File: src/rtl/hazard_scoreboard_if.sv
// Decode-side handshake bundle for hazard_scoreboard.
// The master side is the decode stage. It drives the instruction fields,
// flush and mem_wait, and it receives stall, issue and the registered
// operand-bypass selects.
// The slave side is the scoreboard.
// Ports:
//   d_valid, d_rs1, d_rs2, d_use_rs1, d_use_rs2,
//   d_rd, d_rd_we, d_is_load             : decode instruction fields
//   flush, mem_wait                      : pipeline control
//   stall, issue                         : decode hold / instruction enters X
//   x_byp_rs1_sel, x_byp_rs2_sel         : operand source for the X instruction
interface hazard_scoreboard_if #(
  parameter int NUM_REGS = 32,
  parameter int N_STAGES = 3
);
  localparam int RA = $clog2(NUM_REGS);
  localparam int SW = $clog2(N_STAGES);

  logic          d_valid;
  logic [RA-1:0] d_rs1;
  logic [RA-1:0] d_rs2;
  logic          d_use_rs1;
  logic          d_use_rs2;
  logic [RA-1:0] d_rd;
  logic          d_rd_we;
  logic          d_is_load;
  logic          flush;
  logic          mem_wait;
  logic          stall;
  logic          issue;
  logic [SW-1:0] x_byp_rs1_sel;
  logic [SW-1:0] x_byp_rs2_sel;

  modport master (
    output d_valid, d_rs1, d_rs2, d_use_rs1, d_use_rs2,
           d_rd, d_rd_we, d_is_load, flush, mem_wait,
    input  stall, issue, x_byp_rs1_sel, x_byp_rs2_sel
  );

  modport slave (
    input  d_valid, d_rs1, d_rs2, d_use_rs1, d_use_rs2,
           d_rd, d_rd_we, d_is_load, flush, mem_wait,
    output stall, issue, x_byp_rs1_sel, x_byp_rs2_sel
  );
endinterface

File: src/rtl/hazard_scoreboard.sv
// Pipeline hazard scoreboard with bypass-select generation.
// The scoreboard tracks the destination registers of the instructions that
// are in flight in stages X..W, using a shift queue whose index 0 is X.
// It detects read-after-write hazards for the instruction in decode and
// registers the operand bypass source that the instruction uses once it
// reaches X.
// Ports:
//   clock, reset  : rising-edge clock, synchronous active-high reset
//   dec           : decode handshake (slave side of hazard_scoreboard_if)
//   busy          : bit r set while a valid in-flight entry writes r
//   stall_cycles  : saturating count of hazard stall cycles
module hazard_scoreboard #(
  parameter int NUM_REGS   = 32,
  parameter int N_STAGES   = 3,
  parameter int ALU_STAGE  = 1,
  parameter int LOAD_STAGE = 2
) (
  input  logic                clock,
  input  logic                reset,
  hazard_scoreboard_if.slave  dec,
  output logic [NUM_REGS-1:0] busy,
  output logic [15:0]         stall_cycles
);
  localparam int RA = $clog2(NUM_REGS);
  localparam int SW = $clog2(N_STAGES);

  // In-flight queue: index 0 = X, index N_STAGES-1 = W.
  logic [N_STAGES-1:0]         valid_reg;
  logic [N_STAGES-1:0][RA-1:0] rd_reg;
  logic [N_STAGES-1:0]         we_reg;
  logic [N_STAGES-1:0][SW-1:0] rdy_reg;

  logic [SW-1:0] rs1_sel_reg, rs2_sel_reg;
  logic [SW-1:0] rs1_sel_next, rs2_sel_next;
  logic          rs1_haz, rs2_haz;
  logic          hazard, stall_int, issue_int;
  logic [15:0]   stall_cycles_reg;
  logic [NUM_REGS-1:0] busy_next;

  logic [N_STAGES-1:0] match1, match2;

  // Per-entry source matches; x0 never matches because it is hardwired.
  for (genvar gi = 0; gi < N_STAGES; gi++) begin : g_match
    assign match1[gi] = dec.d_use_rs1 && (dec.d_rs1 != '0) && valid_reg[gi] &&
                        we_reg[gi] && (rd_reg[gi] == dec.d_rs1);
    assign match2[gi] = dec.d_use_rs2 && (dec.d_rs2 != '0) && valid_reg[gi] &&
                        we_reg[gi] && (rd_reg[gi] == dec.d_rs2);
  end

  // The loops scan from oldest to youngest, so the youngest match is
  // applied last and wins. A producer at stage k has moved to k+1 by the
  // time the consumer reaches X. A producer in W has been written to the
  // write-first register file, so it needs no bypass (select 0).
  always_comb begin
    rs1_haz      = 1'b0;
    rs2_haz      = 1'b0;
    rs1_sel_next = '0;
    rs2_sel_next = '0;
    for (int k = N_STAGES - 1; k >= 0; k--) begin
      if (match1[k]) begin
        if (k + 1 < int'(rdy_reg[k])) begin
          rs1_haz      = 1'b1;
          rs1_sel_next = '0;
        end else begin
          rs1_haz      = 1'b0;
          rs1_sel_next = (k + 1 <= N_STAGES - 1) ? SW'(k + 1) : '0;
        end
      end
      if (match2[k]) begin
        if (k + 1 < int'(rdy_reg[k])) begin
          rs2_haz      = 1'b1;
          rs2_sel_next = '0;
        end else begin
          rs2_haz      = 1'b0;
          rs2_sel_next = (k + 1 <= N_STAGES - 1) ? SW'(k + 1) : '0;
        end
      end
    end
  end

  // flush beats a hazard; mem_wait freezes everything.
  always_comb begin
    hazard    = dec.d_valid & (rs1_haz | rs2_haz);
    stall_int = dec.mem_wait | (hazard & ~dec.flush);
    issue_int = dec.d_valid & ~stall_int & ~dec.flush;
  end

  always_comb begin
    busy_next = '0;
    for (int k = 0; k < N_STAGES; k++) begin
      if (valid_reg[k] && we_reg[k]) begin
        busy_next[rd_reg[k]] = 1'b1;
      end
    end
  end

  // Queue shift: entry 0 takes the issuing instruction or a bubble.
  always_ff @(posedge clock) begin
    if (reset) begin
      valid_reg <= '0;
      rd_reg    <= '0;
      we_reg    <= '0;
      rdy_reg   <= '0;
    end else if (!dec.mem_wait) begin
      valid_reg[0] <= issue_int;
      rd_reg[0]    <= dec.d_rd;
      we_reg[0]    <= issue_int & dec.d_rd_we & (dec.d_rd != '0);
      rdy_reg[0]   <= dec.d_is_load ? SW'(LOAD_STAGE) : SW'(ALU_STAGE);
      for (int k = 1; k < N_STAGES; k++) begin
        valid_reg[k] <= valid_reg[k-1];
        rd_reg[k]    <= rd_reg[k-1];
        we_reg[k]    <= we_reg[k-1];
        rdy_reg[k]   <= rdy_reg[k-1];
      end
    end
  end

  always_ff @(posedge clock) begin
    if (reset) begin
      rs1_sel_reg <= '0;
      rs2_sel_reg <= '0;
    end else if (!dec.mem_wait) begin
      rs1_sel_reg <= issue_int ? rs1_sel_next : '0;
      rs2_sel_reg <= issue_int ? rs2_sel_next : '0;
    end
  end

  always_ff @(posedge clock) begin
    if (reset) begin
      stall_cycles_reg <= '0;
    end else if (hazard && !dec.flush && !dec.mem_wait &&
                 (stall_cycles_reg != 16'hFFFF)) begin
      stall_cycles_reg <= stall_cycles_reg + 16'd1;
    end
  end

  assign dec.stall         = stall_int;
  assign dec.issue         = issue_int;
  assign dec.x_byp_rs1_sel = rs1_sel_reg;
  assign dec.x_byp_rs2_sel = rs2_sel_reg;
  assign busy              = busy_next;
  assign stall_cycles      = stall_cycles_reg;
endmodule
File: src/flat_wrapper.sv
// flat-port wrapper written by rule: the top's interface ports become plain ports
module hazard_scoreboard_flat 
#(
  parameter int NUM_REGS   = 32,
  parameter int N_STAGES   = 3,
  parameter int ALU_STAGE  = 1,
  parameter int LOAD_STAGE = 2
)
  (clock, reset, busy, stall_cycles, dec_d_valid, dec_d_rs1, dec_d_rs2, dec_d_use_rs1, dec_d_use_rs2, dec_d_rd, dec_d_rd_we, dec_d_is_load, dec_flush, dec_mem_wait, dec_stall, dec_issue, dec_x_byp_rs1_sel, dec_x_byp_rs2_sel);
  hazard_scoreboard_if #(.NUM_REGS(NUM_REGS), .N_STAGES(N_STAGES)) dec_i ();
  input  logic clock;
  input  logic reset;
  output logic [NUM_REGS-1:0] busy;
  output logic [15:0] stall_cycles;
  input wire logic [$bits(dec_i.d_valid)-1:0] dec_d_valid;
  input wire logic [$bits(dec_i.d_rs1)-1:0] dec_d_rs1;
  input wire logic [$bits(dec_i.d_rs2)-1:0] dec_d_rs2;
  input wire logic [$bits(dec_i.d_use_rs1)-1:0] dec_d_use_rs1;
  input wire logic [$bits(dec_i.d_use_rs2)-1:0] dec_d_use_rs2;
  input wire logic [$bits(dec_i.d_rd)-1:0] dec_d_rd;
  input wire logic [$bits(dec_i.d_rd_we)-1:0] dec_d_rd_we;
  input wire logic [$bits(dec_i.d_is_load)-1:0] dec_d_is_load;
  input wire logic [$bits(dec_i.flush)-1:0] dec_flush;
  input wire logic [$bits(dec_i.mem_wait)-1:0] dec_mem_wait;
  output wire logic [$bits(dec_i.stall)-1:0] dec_stall;
  output wire logic [$bits(dec_i.issue)-1:0] dec_issue;
  output wire logic [$bits(dec_i.x_byp_rs1_sel)-1:0] dec_x_byp_rs1_sel;
  output wire logic [$bits(dec_i.x_byp_rs2_sel)-1:0] dec_x_byp_rs2_sel;
  assign dec_i.d_valid = dec_d_valid;
  assign dec_i.d_rs1 = dec_d_rs1;
  assign dec_i.d_rs2 = dec_d_rs2;
  assign dec_i.d_use_rs1 = dec_d_use_rs1;
  assign dec_i.d_use_rs2 = dec_d_use_rs2;
  assign dec_i.d_rd = dec_d_rd;
  assign dec_i.d_rd_we = dec_d_rd_we;
  assign dec_i.d_is_load = dec_d_is_load;
  assign dec_i.flush = dec_flush;
  assign dec_i.mem_wait = dec_mem_wait;
  assign dec_stall = dec_i.stall;
  assign dec_issue = dec_i.issue;
  assign dec_x_byp_rs1_sel = dec_i.x_byp_rs1_sel;
  assign dec_x_byp_rs2_sel = dec_i.x_byp_rs2_sel;
  hazard_scoreboard #(.NUM_REGS(NUM_REGS), .N_STAGES(N_STAGES), .ALU_STAGE(ALU_STAGE), .LOAD_STAGE(LOAD_STAGE)) u_core (.clock(clock), .reset(reset), .dec(dec_i), .busy(busy), .stall_cycles(stall_cycles));
endmodule
File: config.mk
export PLATFORM = sky130hd
export DESIGN_NAME = hazard_scoreboard_flat
export DESIGN_NICKNAME = d
export VERILOG_FILES = /design/src/rtl/hazard_scoreboard_if.sv /design/src/rtl/hazard_scoreboard.sv /design/src/flat_wrapper.sv
export SDC_FILE = /design/constraint.sdc
export NUM_CORES = 1
export LEC_CHECK = 0
export ABC_AREA = 1
export BUFFER_PORTS_ARGS = -buffer_cell sky130_fd_sc_hd__buf_2
export CAP_MARGIN = 20
export CORE_UTILIZATION = 54
export CTS_CLUSTER_SIZE = 10
export DETAILED_ROUTE_END_ITERATION = 10
export PLACE_DENSITY = 0.78
export SETUP_SLACK_MARGIN = 0.1
export SLEW_MARGIN = 25
export SYNTH_ARGS = -nofsm -noshare
export SYNTH_HDL_FRONTEND = slang
export SYNTH_SLANG_ARGS = --single-unit
File: constraint.sdc
create_clock -name clock -period 2.4 [get_ports clock]
set_clock_uncertainty 0.05 [all_clocks]
set_input_delay 0.12 -clock clock [delete_from_list [all_inputs] [get_ports clock]]
set_output_delay 0.12 -clock clock [all_outputs]
set_load 0.01 [all_outputs]
* Word level (Yosys, flattened, before mapping) *
Index checks and enable logic that the tools add are counted.

storage, ports and cells
  flip-flop bits (word level) = 45
  input port bits = 24
  output and inout port bits = 54
  logic and storage cells = 88

cells by class
  $add $sub $neg = 1
  $lt $le $gt $ge = 8
  equal/unequal tests = 5
  mux-type cells = 24
  bitwise operators = 12
  reduce and logical (&&, ||, !) cells = 28

operator list
  operator               count
  $mux 32                3
  $or 32x32->32          2
  $logic_and 1x1->1      23
  $eq 5x5->1             4
  $lt 5x6->1 const B     3
  $add 16x1->16 const B  1
  $mux 2                 8
  $ne 16x16->1 const B   1
  $demux 1 s5            3
  $ge 5x1->1 const B     3
  $reduce_bool 5->1      3
  $mux 1                 10
  $and 1x1->1            6
  $logic_not 1->1        2
  $lt 1x2->1 const A     1
  $lt 2x2->1 const A     1
  $not 1->1              2
  $or 1x1->1             2

* Logic depth before layout (Yosys ltp) *
  depth in word-level cells = 16
  gate-level depth with buffers = 16
  mapped depth without buffers = 15

* Worst setup path before layout *
OpenSTA, ideal clock, no wires.

  path type = reg-to-reg
  start = register u_core.stall_cycles_reg[0], in the netlist u_core.stall_cycles[0]
  end = register u_core.stall_cycles_reg[13], in the netlist u_core.stall_cycles[13]
  library setup time = 0.115 ns
  data arrival time = 1.644 ns
  required time = 2.235 ns
  setup slack = 0.591 ns
  cell stages (with the launch flop) = 11
  buffers on the path = 0
  period minus slack after synthesis = 1.809 ns
  cells stage by stage = dfxtp_1 ha_1 nand2_1 nor2_1 nand3_1 inv_2 nand4_1 nor3_1 nor2_4 a21oi_1 nor2_1

on the way
  cells in the longest elaborated chain, start to end = 2
  elaborated cells on any way between the ends = 3
  classes of those cells = add/sub: 1; eq/ne: 1; reduce/logical: 1

ends and longest elaborated chain
  what                                                                   line                      RTL
  start: declaration                                                     hazard_scoreboard.sv:37   logic [15:0] stall_cycles_reg;
  start signal: assignment                                               hazard_scoreboard.sv:133  stall_cycles_reg <= stall_cycles_reg + 16'd1;
  parallel branches: the longest is 2 deep, another holds $add 16x1->16  -

Parallel ways; which one is timed is not known.
A chain may end at the register's enable or synchronous reset.

* Worst setup path after layout *
  start = register u_core.rd_reg[4] in the netlist's numbering
  end = output port dec_issue

on the way
  cells in the longest elaborated chain, start to end = 10
  elaborated cells on any way between the ends = 13
  classes of those cells = eq/ne: 2; mux: 2; bitwise: 7; reduce/logical: 2

ends and longest elaborated chain
  what                                  line                                              RTL
  start: declaration                    hazard_scoreboard.sv:29                           logic [N_STAGES-1:0][RA-1:0] rd_reg;
  start signal: indexed assignment      hazard_scoreboard.sv:111                          rd_reg[k] <= rd_reg[k-1];
  $eq 5x5->1 (on tied branches)         hazard_scoreboard.sv:45, hazard_scoreboard.sv:47
  $logic_and 1x1->1 (on tied branches)  hazard_scoreboard.sv:45, hazard_scoreboard.sv:47
  $mux 1 (on tied branches)             hazard_scoreboard.sv:60, hazard_scoreboard.sv:69
  $or 1x1->1 *                          hazard_scoreboard.sv:83                           hazard = dec.d_valid & (rs1_haz | rs2_haz);
  $and 1x1->1 *                         hazard_scoreboard.sv:83
  $and 1x1->1 *                         hazard_scoreboard.sv:84                           stall_int = dec.mem_wait | (hazard & ~dec.flush);
  $or 1x1->1 *                          hazard_scoreboard.sv:84
  $not 1->1 *                           hazard_scoreboard.sv:85                           issue_int = dec.d_valid & ~stall_int & ~dec.flush;
  $and 1x1->1 * (2 in series)           hazard_scoreboard.sv:85
  end: declaration                      flat_wrapper.sv:26                                output wire logic [$bits(dec_i.issue)-1:0] dec_issue;

Every way passes the cells marked *; elsewhere a longest branch is shown, timed or not.

==> out/metrics.cfg <==
[sta]
fmax_mhz = 463
max_slew_margin_pct = 65.1
layout_min_cycle_time_ns = 2.16
rsz0062_at_grt = false
hold_viol = 0
tightestPinTransition_ns = 0.520
tns_ns = 0
whs_ns = 0.0548
drv_slew = 0
setup-violations-final = 0
fin_crit_sh_pct = 89.9

[floorplanning]
dieHeight_um = 77.8
start_util_pct = 56.0
io_pins = 78
die_area_um2 = 6060
die_x_um = 77.8
core-area_um2 = 5540
placementRows = 27

[logic_synthesis]
yosysUniqueCellTypes = 36
synthesis.area_um2 = 3100
synthFlopType = dfxtp_1
syn_nets = 521
synthCells = 496
synthSimpleGateAreaFrac_pct = 33.8
synth_adder_area_share_pct = 0.403
synth_edf_count = 0
seq_area_frac_synth_pct = 29.0
ys_seq_elements = 45
async_flop_share_pct = 0
ys_warn_count = 0
synth-compound-area-share_pct = 22.3
synth.avg_cell_area_um2 = 6.26
synth_top_family_by_area = simple AND/OR/NAND/NOR gates
synthMuxAreaShare_pct = 0
synth-xor-area-share_pct = 1.98

[setup_path]
timing.critical_path.from = u_core.rd_reg[4]
r2r-start = u_core.rd_reg[4]
worstSetupPathType = reg -> out
r2r_slack_ns = 0.34
reg2reg_depth = 11
worstPathArrival_ns = 1.99
crit_required_ns = 2.23
cp-start-kind = flip-flop
max_stage_delay_ns = 0.35
worstPathMaxFanout = 4
crit_chain = xor2_1, nor3_1, nand3_1, nand2_1, nand2_2, nand2_1, nand3_1, inv_2, buf_2
cp-end-kind = output port
crit_slowest_cell = dfxtp_1
endpoint = dec_issue
r2r-end = u_core.stall_cycles[11]

[global_route]
grt_overflow = 0
grt_pass1_vias = 3093
antenna_found_initial = 0
grt_max_degree = 43
grt_usage_pct = 30.1
grt_pass1_wl_um = 14500

[cells_and_area]
final_common_cell = nand2_1
layout-drive-gt1-share_pct = 21.6
mostFrequentLayoutCells = nand2_1 (98), buf_2 (77), inv_1 (63)
largest_reg_flops = 16
nets = 597
num-fill-cells = 559
synthToLayoutAreaGrowth_pct = 18.4
diodes = 0

[power]
switchingPower_uw = 460
power_frac_seq_pct = 52.4
swShare_pct = 29.8
p_per_area_nw_per_um2 = 420
leakagePower_nw = 1.67
clkPwrFrac_pct = 32.3
irDropWorstVdd_v = 0.000318
power.share.combinational_pct = 15.2
p_int_mw = 1.08

[drt]
drc = 0
firstDrtPassIters = 5
wire_per_inst_um = 14.0
vias_per_cell = 5.65
first_iter_violations = 250
ant_nets = 0
vias = 3642
totalWireLength_um = 9000

[clock_tree]
clock_path_buffers = 2
clkSinkCount = 45
htreeDepth = 2
clock-root-buffer = clkbuf_8
cts_tree = yes
cts_made_buffers = 5
clock_latency_ns = 0.30
clkTransAtPathRegs_ns = 0.09

[placement]
place.gp.congestion = 0.948
io_buffer_count = 77
place_hpwl_um = 6900

[flow_run]
drv_cap = 0

[run_status]
status = finished, final reports clean

[worst_hold_path]
hp-class = in -> reg

layer usage:
layer | part of all wire, % | vias to the layer above | track usage (%)
met5 | 0 | - | 0
met4 | 3.5 | 0 | 15.7
met1 | 44 | 1616 | 38.3
met2 | 46 | 168 | 49.6
li1 | - | 1829 | -
met3 | 7.0 | 29 | 3.65
through the flow:
stage	total power [mW]	utilization, %	area, µm²	std cells	setup slack, ns
2_1_floorplan	0.974	-	3100	496	0.591
5_1_grt	1.62	66.4	3680	645	0.102
3_3_place_gp	1.05	63.8	3540	633	0.371
6_report	1.54	66.4	3680	645	0.242
4_1_cts	1.54	65.8	3640	642	0.158
3_5_place_dp	1.05	63.8	3540	633	0.293
logic make-up (layout without fill, tap and decap cells):
kind of cell / after synthesis / count (layout)
compound gates: 113 / 113
buf+inv: 97 / 174
flops: 45 / 45
fa+ha+maj: 1 / 1
simple gates: 233 / 233
xor+xnor: 7 / 7
cells in the mapped netlist (10+ instances only):
cell type  instances  area (µm²)
o221ai_1          24         210
a21oi_1           42         210
o21ai_1           10        50.1
inv_1             63         236
inv_2             13        48.8
nor2_1            49         184
clkbuf_1          10        37.5
nor3_1            35         175
o21ai_0           23         115
dfxtp_1           45         901
nand2_1           99         372
nand3_1           32         160
critical path, delay by kind of cell, from the launching register on:
family / cells / cell delay, ns
and+or+nand+nor: 6 / 0.89
buffers and inverters: 2 / 0.26
DFF: 1 / 0.35
xor gates and xnor gates: 1 / 0.19
area by class of cell:
| class | count | area (µm²) | area share (%) |
|---|---|---|---|
| multi-input cells | 354 | 1820 | 49.5 |
| flip-flops and latches | 45 | 908 | 24.7 |
| repair buffers | 88 | 470 | 12.8 |
| inverters | 78 | 293 | 7.96 |
| well taps | 72 | 90.1 | 2.45 |
| clock buffers | 6 | 82.6 | 2.25 |
| clock inverters | 2 | 13.8 | 0.374 |
worst min-delay path by stage:
stage,start,endpoint,slack (ns),cells after the start
2_1_floorplan,dec_d_is_load,u_core.rdy_reg[0],0.16,1
3_3_place_gp,dec_d_is_load,u_core.rdy_reg[0],0.27,2
3_5_place_dp,dec_d_is_load,u_core.rdy_reg[0],0.28,2
4_1_cts,reset,u_core.dec.x_byp_rs2_sel[0],0.05,2
5_1_grt,reset,u_core.we_reg[0],0.08,2
6_report,dec_d_rd[3],u_core.rd_reg[3],0.05,3
power groups by stage:
stage / Clock (mW) / Sequential (mW) / Combinational (mW)
after floorplan: 0 / 0.803 / 0.171
after global placement: 0 / 0.823 / 0.223
after detailed placement: 0 / 0.824 / 0.225
after CTS: 0.507 / 0.806 / 0.227
after global routing: 0.537 / 0.815 / 0.264
final: 0.499 / 0.809 / 0.235
repair_timing:
item                                    4_1_cts  5_1_grt
endpoints found under the setup margin        0        5
hold buffers                                  1        0
gates resized for setup                       0        7
endpoints found under the hold margin         1        0
setup buffers                                 0        3
Power figures use the tool's default switching activity.
